`src/rtl/multicycle_ctrl.sv`:
```
// Multi-cycle sequencer for the single-issue RISC-V datapath.
// Steps each instruction through FETCH/DECODE/EXEC/MEM/WB and drives the
// datapath controls. mem_ready stretches FETCH and MEM. The block counts
// retired instructions and halts on an illegal opcode or a memory timeout.
module multicycle_ctrl #(
   parameter int MEM_TIMEOUT = 16,  // max wait cycles for mem_ready; 0 disables
   parameter int CNT_W       = 32   // width of instr_count
) (
   input  logic             clk,
   input  logic             arst_n,
   input  logic             enable,
   input  logic [6:0]       opcode,
   input  logic             zero,
   input  logic             mem_ready,
   output logic [1:0]       alu_op,
   output logic             alu_src,
   output logic             mem_2_reg,
   output logic             reg_write,
   output logic             mem_read,
   output logic             mem_write,
   output logic             ir_write,
   output logic             pc_write,
   output logic             pc_src,
   output logic             branch,
   output logic             jump,
   output logic             instr_done,
   output logic [CNT_W-1:0] instr_count,
   output logic             illegal,
   output logic             bus_err
);

   typedef enum logic [2:0] {
      S_IDLE   = 3'd0,
      S_FETCH  = 3'd1,
      S_DECODE = 3'd2,
      S_EXEC   = 3'd3,
      S_MEM    = 3'd4,
      S_WB     = 3'd5,
      S_HALT   = 3'd6
   } state_t;

   localparam logic [6:0] OP_R     = 7'b0110011;
   localparam logic [6:0] OP_I     = 7'b0010011;
   localparam logic [6:0] OP_BEQ   = 7'b1100011;
   localparam logic [6:0] OP_JAL   = 7'b1101111;
   localparam logic [6:0] OP_LOAD  = 7'b0000011;
   localparam logic [6:0] OP_STORE = 7'b0100011;

   // wait_cnt only has to reach MEM_TIMEOUT-1 before the timeout fires
   localparam int WAIT_W = (MEM_TIMEOUT > 1) ? $clog2(MEM_TIMEOUT) : 1;
   localparam logic [WAIT_W-1:0] WAIT_LAST =
      WAIT_W'((MEM_TIMEOUT > 0) ? MEM_TIMEOUT - 1 : 0);

   state_t            state, state_nxt;
   logic [6:0]        op_q;
   logic [WAIT_W-1:0] wait_cnt;
   logic              waiting;
   logic              timeout;
   logic              retire;
   logic              set_illegal;

   // State register; an undefined encoding recovers through the next-state default
   // NOTE: sequential state uses non-blocking (<=) so every register samples
   // pre-edge values; blocking here would create order-dependent races.
   always_ff @(posedge clk or negedge arst_n) begin
      if (!arst_n) state <= S_IDLE;
      else         state <= state_nxt;
   end

   // Next-state logic and all datapath controls, decoded from state/op_q/zero/mem_ready
   always_comb begin
      // NOTE: every output gets a default first so no path leaves a value
      // unassigned, which would otherwise infer a latch.
      state_nxt   = state;
      alu_op      = 2'b00;
      alu_src     = 1'b0;
      mem_2_reg   = 1'b0;
      reg_write   = 1'b0;
      mem_read    = 1'b0;
      mem_write   = 1'b0;
      ir_write    = 1'b0;
      pc_write    = 1'b0;
      pc_src      = 1'b0;
      branch      = 1'b0;
      jump        = 1'b0;
      retire      = 1'b0;
      set_illegal = 1'b0;
      waiting     = ((state == S_FETCH) || (state == S_MEM)) && !mem_ready;
      timeout     = (MEM_TIMEOUT > 0) && waiting && (wait_cnt == WAIT_LAST);

      case (state)
         S_IDLE: begin
            if (enable) state_nxt = S_FETCH;
         end
         S_FETCH: begin
            mem_read = 1'b1;
            if (mem_ready) begin
               ir_write  = 1'b1;
               pc_write  = 1'b1;
               state_nxt = S_DECODE;
            end else if (timeout) begin
               state_nxt = S_HALT;
            end
         end
         S_DECODE: begin
            case (opcode)
               OP_R, OP_I, OP_BEQ, OP_JAL, OP_LOAD, OP_STORE: state_nxt = S_EXEC;
               default: begin
                  set_illegal = 1'b1;
                  state_nxt   = S_HALT;
               end
            endcase
         end
         S_EXEC: begin
            case (op_q)
               OP_R: begin
                  alu_op    = 2'b10;
                  state_nxt = S_WB;
               end
               OP_I: begin
                  alu_src   = 1'b1;
                  state_nxt = S_WB;
               end
               OP_BEQ: begin
                  alu_op    = 2'b01;
                  branch    = 1'b1;
                  pc_src    = 1'b1;
                  pc_write  = zero;
                  retire    = 1'b1;
                  state_nxt = S_FETCH;
               end
               OP_JAL: begin
                  jump      = 1'b1;
                  reg_write = 1'b1;
                  pc_src    = 1'b1;
                  pc_write  = 1'b1;
                  retire    = 1'b1;
                  state_nxt = S_FETCH;
               end
               OP_LOAD, OP_STORE: begin
                  alu_src   = 1'b1;
                  state_nxt = S_MEM;
               end
               default: state_nxt = S_IDLE;
            endcase
         end
         S_MEM: begin
            alu_src = 1'b1;
            if (op_q == OP_LOAD) mem_read  = 1'b1;
            else                 mem_write = 1'b1;
            if (mem_ready) begin
               if (op_q == OP_LOAD) begin
                  state_nxt = S_WB;
               end else begin
                  retire    = 1'b1;
                  state_nxt = S_FETCH;
               end
            end else if (timeout) begin
               state_nxt = S_HALT;
            end
         end
         S_WB: begin
            reg_write = 1'b1;
            retire    = 1'b1;
            state_nxt = S_FETCH;
            case (op_q)
               OP_LOAD: begin
                  mem_2_reg = 1'b1;
                  alu_src   = 1'b1;
               end
               OP_R:    alu_op  = 2'b10;
               OP_I:    alu_src = 1'b1;
               default: ;
            endcase
         end
         S_HALT: ;
         default: state_nxt = S_IDLE;
      endcase
   end

   assign instr_done = retire;

   // Opcode latch, wait counter, retire counter and sticky error flags
   always_ff @(posedge clk or negedge arst_n) begin
      if (!arst_n) begin
         op_q        <= '0;
         wait_cnt    <= '0;
         instr_count <= '0;
         illegal     <= 1'b0;
         bus_err     <= 1'b0;
      end else begin
         if (state == S_DECODE) op_q <= opcode;
         // Any cycle that is not a stalled memory wait leaves the counter at 0,
         // so it is already clear whenever FETCH or MEM is entered.
         if (waiting && !timeout) wait_cnt <= wait_cnt + 1'b1;
         else                     wait_cnt <= '0;
         if (retire)      instr_count <= instr_count + CNT_W'(1);
         if (set_illegal) illegal     <= 1'b1;
         if (timeout)     bus_err     <= 1'b1;
      end
   end

endmodule

```
`config.mk`:
```
export PLATFORM = sky130hd
export DESIGN_NAME = multicycle_ctrl
export DESIGN_NICKNAME = d
export VERILOG_FILES = /design/src/rtl/multicycle_ctrl.sv
export SDC_FILE = /design/constraint.sdc
export NUM_CORES = 1
export LEC_CHECK = 0
export ABC_AREA = 1
export BUFFER_PORTS_ARGS = -buffer_cell sky130_fd_sc_hd__buf_2
export CAP_MARGIN = 10
export CELL_PAD_IN_SITES_DETAIL_PLACEMENT = 1
export CELL_PAD_IN_SITES_GLOBAL_PLACEMENT = 2
export CORE_MARGIN = 3
export CORE_UTILIZATION = 30
export DETAILED_ROUTE_END_ITERATION = 10
export PLACE_DENSITY_LB_ADDON = 0.1
export SYNTH_ARGS = -nofsm -noshare
export SYNTH_HDL_FRONTEND = slang
export SYNTH_SLANG_ARGS = --single-unit
```
`constraint.sdc`:
```
create_clock -name clk -period 1.91 [get_ports clk]
set_input_delay 0.382 -clock clk [delete_from_list [all_inputs] [get_ports clk]]
set_output_delay 0.382 -clock clk [all_outputs]
set_load 0.01 [all_outputs]
```
# == After elaboration in Yosys (flattened, before gate mapping) ==
# Index checks and enable logic that the tools add are counted.
# totals
ff_bits,48
input_bits,12
output_inout_bits,47
word_cells,78
# op_classes
addsub,2
eq_ne,20
muxes,35
n_bitwise,1
reduce_logical,14
# op_table
cell,count
adder 32 x 1 -> 32 bit (second input constant),1
equality test 7 x 6 -> 1 bit (second input constant),4
equality test 7 bit (second input constant),4
case mux 3 bit (7 select lines),1
two-way mux 3 bit,6
two-way mux 1 bit,17
equality test 7 x 2 -> 1 bit (second input constant),2
equality test 7 x 5 -> 1 bit (second input constant),2
equality test 3 bit (second input constant),3
case mux 3 bit (3 select lines),1
case mux 1 bit (2 select lines),4
case mux 2 bit (2 select lines),2
OR reduction 2 bit,4
equality test 3 x 2 -> 1 bit (second input constant),2
case mux 1 bit (3 select lines),2
OR reduction 6 bit,1
adder 4 x 1 -> 4 bit (second input constant),1
equality test 4 bit (second input constant),1
two-way mux 4 bit,1
equality test 3 x 1 -> 1 bit (second input constant),1
logical AND 1 bit,3
logical NOT 3 bit,1
OR reduction 3 bit,1
logical NOT 1 bit,2
other kinds (5),5

# == Logic depth before layout (Yosys ltp) ==
# Gate-level depths: netlist of run 1.
# depth
depth_word,7
ltp_mapped,10
depth_no_buf,10

# == Least setup slack after synthesis of run 1 ==
# Ideal clock, no wire load.
# synth_path
path_kind,register to register
start,reg instr_count[0]
end,reg instr_count[18]
setup_ps,117
t_arrival_ps,1540
t_required_ps,1793
path_slack_ps,253
path_stages_with_launch,11
path_buffers,0
period_less_slack_ps,1657
cell_sequence,dfrtp_1 -> ha_1 -> nand3_2 -> nor2_1 -> nand2_1 -> inv_1 -> nand2_1 -> nor2_1 -> nand2_1 -> nand2_1 -> nand2_1
# synth_via
elab_chain_cells,1
# synth_lines
element,line,source
"start, declared",27,"output logic [CNT_W-1:0] instr_count,"
"start signal, assigned",197,if (retire) instr_count <= instr_count + CNT_W'(1);
adder 32 x 1 -> 32 bit,197,
# Every way passes these cells.
# A chain may end at the register's enable or synchronous reset.

# == Worst setup path after layout of run 1 ==
# layout_path
start,reg state[1]
end,out instr_done
# layout_via
elab_chain_cells,2
elab_cells_between_ends,4
cone_classes,eq/ne (3); mux (1)
# layout_lines
element,line,source
"start, declared",54,"state_t state, state_nxt;"
"start signal, assigned",67,else state <= state_nxt;
equality test 3 bit / equality test 3 x 2 -> 1 bit (equally long branches),91,case (state)
case mux 1 bit (3 select lines) *,91,
"end, declared",26,"output logic instr_done,"
# Every way passes the cells marked *; elsewhere a longest branch is shown, timed or not.

==> results.ini, run 1 <==
[route]
drt_pre_antenna_iters = 4
avgRoutedWirePerCell_microns = 14.9
drtIter0Drc = 90
via_per_inst = 4.62
routed_wl_microns = 10100
drc = 0
ant_nets = 0
via_count = 3129

[finish]
mostFrequentLayoutCells = nand2_1 (203), nor2_1 (70), buf_2 (58)
diodes = 0
drive_gt1_share_pct = 22.9
layout-area-overhead-vs-synth_pct = 26.4
final_common_cell = nand2_1
nets = 559
fillers = 1312

[clocking]
cts_hold_buf = 0
htreeDepth = 2
numCtsBuffers = 5
clock_latency_ps = 300
cts_tree = yes
clkSlewWorstSetupHoldPaths_ps = 90
cts_root_buf = clkbuf_8
clockBufferDepth = 2
cts.sinks = 48

[critical_path]
cp_slowest_stage_delay_ps = 470
regToRegStartpoint = state[1]
critPathSlowestCell = dfrtp_2
worstSetupEndpointType = primary output
criticalPathCategory = register to primary output
r2r_end = instr_count[12]
crit_chain = nor2_2 -> nand2_2 -> inv_1 -> nand3_2 -> nand3_4 -> buf_2
cp_max_fo = 5
worstPathArrival_ps = 1490
worst-r2r-cell-count = 10
start_kind = register
crit_required_ps = 1530
regToRegSetupSlack_ps = 180

[sta]
fin_crit_sh_pct = 98.1
setup-violations-final = 0
grt_setup_unrepaired = true
hold_viol = 0
clock_skew_ps = 8.22
max_slew.worst_pin.slew_ps = 559
drv_slew = 0
slew_headroom_pct = 62.8
fin_crit_ps = 1870
fmax_mhz = 534
fin_ws_ps = 37.2

[yosys]
netlist_area_sq_um = 3030
synth_nets = 476
yosysUniqueCellTypes = 27
ys_warn_count = 0
ys_ff_latch = 48
ys_seq_area_share_pct = 39.7
syn_area_per_cell_sq_um = 6.55
synthCells = 462

[grt]
grt_busiest_layer = met1
gr-usage-met1_pct = 28.2
grt_remaining_overflow = 0
grt_start_max_net_pins = 28
grtUsageMet3_pct = 2.37
grtUsageTotal_pct = 18.3
grt_pass1_vias = 3091
grt_first_pass_wirelength_microns = 16300
antenna_found_initial = 0
met2_usage_pct = 27.5

[die]
rows = 36
die_w_microns = 106
core-area_sq_um = 9770
start_util_pct = 31.0
die_area_sq_um = 11300
die_h_microns = 106
io_pins = 59

[power]
clockPowerShare_pct = 36.0
power_w = 0.00166
p_sw_share_pct = 22.9
powerDensity_nw_per_um2 = 434
p_comb_share_pct = 2.8
internal_power_w = 0.00128
p_seq_share_pct = 61.2
leakagePower_nw = 1.97
switching_power_w = 0.000380
ir_drop_v = 0.000236

[placed_design]
dp_slack_ps = 121
port_buffers = 58
routabilityCongestion = 0.772
dpl.hpwl_microns = 7660

[min_path]
hold_class = primary input to asynchronous set/reset pin

[status]
status = completed

[flow_run]
drv_cap = 0

[layer usage]
layer	routed length, microns	vias to the layer above	share of wire [%]
li1	-	1596	-
met1	5330	1490	53
met2	4470	38	44
met3	222	5	2.2
met4	60	0	0.60
met5	0	-	0
[sequential cells by signal (all words and copies together) (netlist names)]
signal,flops
instr_count,32
op_q,7
wait_cnt,4
state,3
bus_err,1
illegal,1
[metrics by stage]
step                cell area (sq um)  setup TNS [ps]  utilization [%]  hold WS [ps]  std cells
floorplan                        3030               0                -          86.4        462
finish                           3820               0             39.1          65.3        678
CTS                              3650               0             37.4          78.5        667
global route                     3820            -191             39.1          94.0        678
global placement                 3510               0             35.9           405        654
detailed placement               3510               0             35.9           405        654
[power by group through the flow]
stage	combinational [W]	clock [W]	sequential (W)
5_1_grt	0.0000552	0.000674	0.00102
4_1_cts	0.0000492	0.000628	0.00102
3_3_place_gp	0.0000483	0	0.00104
6_report	0.0000467	0.000598	0.00102
3_5_place_dp	0.0000489	0	0.00104
2_1_floorplan	0.00000586	0	0.00104
[critical path: cells and delay by family (launching register included)]
family	cells	cell delay (ps)
buf+inv	2	240
flops	1	470
simple gates	4	480
[Yosys cell counts]
cell,count,area [sq um]
o21ai_1,2,10.0
nor2_1,73,274
nor3b_1,1,7.51
clkbuf_1,1,3.75
nand3_2,3,30.0
o21ai_0,17,85.1
nand4_1,4,25.0
dfrtp_1,48,1200
buf_2,1,5.00
nor3_1,4,20.0
buf_4,5,37.5
buf_6,1,11.3
nor3_2,1,10.0
xor2_1,8,70.1
nor2_2,2,12.5
nand2_1,210,788
inv_2,2,7.51
or2_2,1,6.26
ha_1,2,25.0
a21oi_1,4,20.0
nand3_4,1,17.5
o211ai_1,1,7.51
nand3b_1,16,120
xnor2_1,1,8.76
inv_1,36,135
a21o_1,1,7.51
nand3_1,16,80.1
[kinds of logic after synthesis]
| family | synth area share, % |
|---|---|
| compound gates | 4.30 |
| buf+inv | 6.61 |
| fa+ha+maj | 0.827 |
| simple gates | 46.0 |
| xor+xnor | 2.60 |
| flops | 39.7 |
[worst max-delay path by stage]
stage | from | to | cells past startpoint
final | state[1] | instr_done | 6
after global routing | state[1] | pc_write | 6
after CTS | op_q[5] | mem_read | 5
after detailed placement | state[0] | instr_count[10] | 7
after global placement | op_q[5] | instr_count[10] | 7
after floorplan | instr_count[0] | instr_count[18] | 10
[cell type report]
cell class                 instances  area [sq um]  share of cell area (%)
tap                              133           166                    4.35
sequential                        48          1210                    31.6
timing repair buffer              84           505                    13.2
clock inverter                     1          5.00                   0.131
clock buffer                       6          72.6                    1.90
multi-input combinational        368          1720                    44.9
inverter                          38           150                    3.93
[timing repair]
item | in CTS | in global routing
endpoints found under the setup margin | 5 | 32
setup buffers | 6 | 11
pin swaps | 3 | 6
resized for setup | 10 | 28
No activity file was read; power rests on OpenSTA's default activity.
==> run 2, diff against run 1 <==
Clock period 1.91 ns to 2.3 ns, I/O delays scaled along.
==> results.ini, run 2 (same netlist as run 1, synthesis figures left out) <==
[status]
status = completed

[die]
io_pins = 59
core-area_sq_um = 9770
rows = 36
die_w_microns = 106
die_area_sq_um = 11300
start_util_pct = 31.0
die_h_microns = 106

[critical_path]
worstSetupEndpointType = primary output
crit_required_ps = 1840
start_kind = register
cp_max_fo = 9
criticalPathCategory = register to primary output
worstPathArrival_ps = 1690

[clocking]
postCtsSetupRepairBufs = 0
cts_root_buf = clkbuf_8
cts.sinks = 48
clockBufferDepth = 2
cts_tree = yes
htreeDepth = 2
clock_latency_ps = 300
numCtsBuffers = 5
clkSlewWorstSetupHoldPaths_ps = 100

[route]
drt_pre_antenna_iters = 4
drtIter0Drc = 110
routed_wl_microns = 9570
ant_nets = 0
avgRoutedWirePerCell_microns = 14.5
via_per_inst = 4.61
drc = 0
via_count = 3034

[sta]
grt_setup_unrepaired = false
slew_headroom_pct = 72.1
max_slew.worst_pin.slew_ps = 417
setup_tns_ps = 0
fin_crit_ps = 2150
fmax_mhz = 465
setup-violations-final = 0
drv_slew = 0
clock_skew_ps = 7.56
fin_crit_sh_pct = 93.5
hold_viol = 0

[power]
powerDensity_nw_per_um2 = 431
leakagePower_nw = 1.86
power_w = 0.00155
ir_drop_v = 0.000331

[min_path]
hold_class = primary input to register

[grt]
grt_start_max_net_pins = 45
grt_remaining_overflow = 0
antenna_found_initial = 0
grt_pass1_vias = 3076
grt_first_pass_wirelength_microns = 16100
grtUsageTotal_pct = 18.0

[finish]
diodes = 0
layout-area-overhead-vs-synth_pct = 19.1
mostFrequentLayoutCells = nand2_1 (210), nor2_1 (72), buf_2 (58)
nets = 538
reg.largest.list = instr_count (32), op_q (7), wait_cnt (4)
drive_gt1_share_pct = 15.6
largest_reg_flops = 32
final_common_cell = nand2_1
top_register = instr_count
multi_input_area_sq_um = 1630
fillers = 1315
layout.area.seq_sq_um = 1200

[flow_run]
drv_cap = 0

[placed_design]
routabilityCongestion = 0.820
port_buffers = 58
dpl.hpwl_microns = 7620

-- run 2: changes by cell type in the layout (fill, tap and decap cells not counted), moves of 4 or more --
cell,previous run,this run
nand2_2,7,0
dfrtp_1,43,47
inv_1,32,36
nand2_1,203,210
dfrtp_2,5,1
buf_4,23,3
-- run 2: routing by layer --
metal | global-route usage, % | wire [microns]
met1 | 26.7 | 4960
met2 | 28.0 | 4170
met3 | 2.79 | 400
met4 | 3.01 | 41
met5 | 0 | 0
-- run 2: metrics by stage --
stage | cell area [sq um] | hold slack (ps) | instances | setup WS [ps] | util (%)
3_3_place_gp | 3470 | 298 | 649 | 477 | 35.5
2_1_floorplan | 3030 | 164 | 462 | 643 | -
6_report | 3600 | 373 | 658 | 149 | 36.9
5_1_grt | 3600 | 380 | 658 | 6.34 | 36.9
3_5_place_dp | 3470 | 299 | 649 | 383 | 35.5
4_1_cts | 3600 | 363 | 658 | 101 | 36.8
-- run 2: critical path: stages, from the launching register on --
cell,delay (ps)
dfrtp_2,490
nor2_2,160
nand2_1,190
inv_1,140
nand3_2,100
nand3_4,120
buf_2,180
-- run 2: final cells by class --
| cell class | count | share of cell area [%] |
|---|---|---|
| Clock buffer | 6 | 2.29 |
| Sequential cell | 48 | 33.4 |
| Clock inverter | 2 | 1.08 |
| Timing Repair Buffer | 63 | 9.51 |
| Multi-Input combinational cell | 368 | 45.2 |
| Tap cell | 133 | 4.62 |
| Inverter | 38 | 3.96 |
-- run 2: power by group --
| part | switching (W) | internal (W) |
|---|---|---|
| Clock | 0.000312 | 0.000356 |
| Combinational | 0.0000268 | 0.0000132 |
| Sequential | 0 | 0.000843 |
-- run 2: repair_timing --
item,in CTS,in global routing
hold buffers,1,0
resized for setup,0,2
endpoints found under the setup margin,0,2
hold endpoints to repair,4,0
-- run 2: worst paths after layout --
check                                     from         endpoint  slack, ps  depth (start not counted)
worst max register to register  instr_count[0]  instr_count[18]        410                         10
worst max-delay path                  state[0]       instr_done        150                          6
min in group asynchronous               arst_n          bus_err        510                          2
worst min register to register         illegal          illegal        470                          1
worst min-delay path                 opcode[5]          op_q[5]        370                          3
max in group asynchronous               arst_n   instr_count[2]       1320                          3
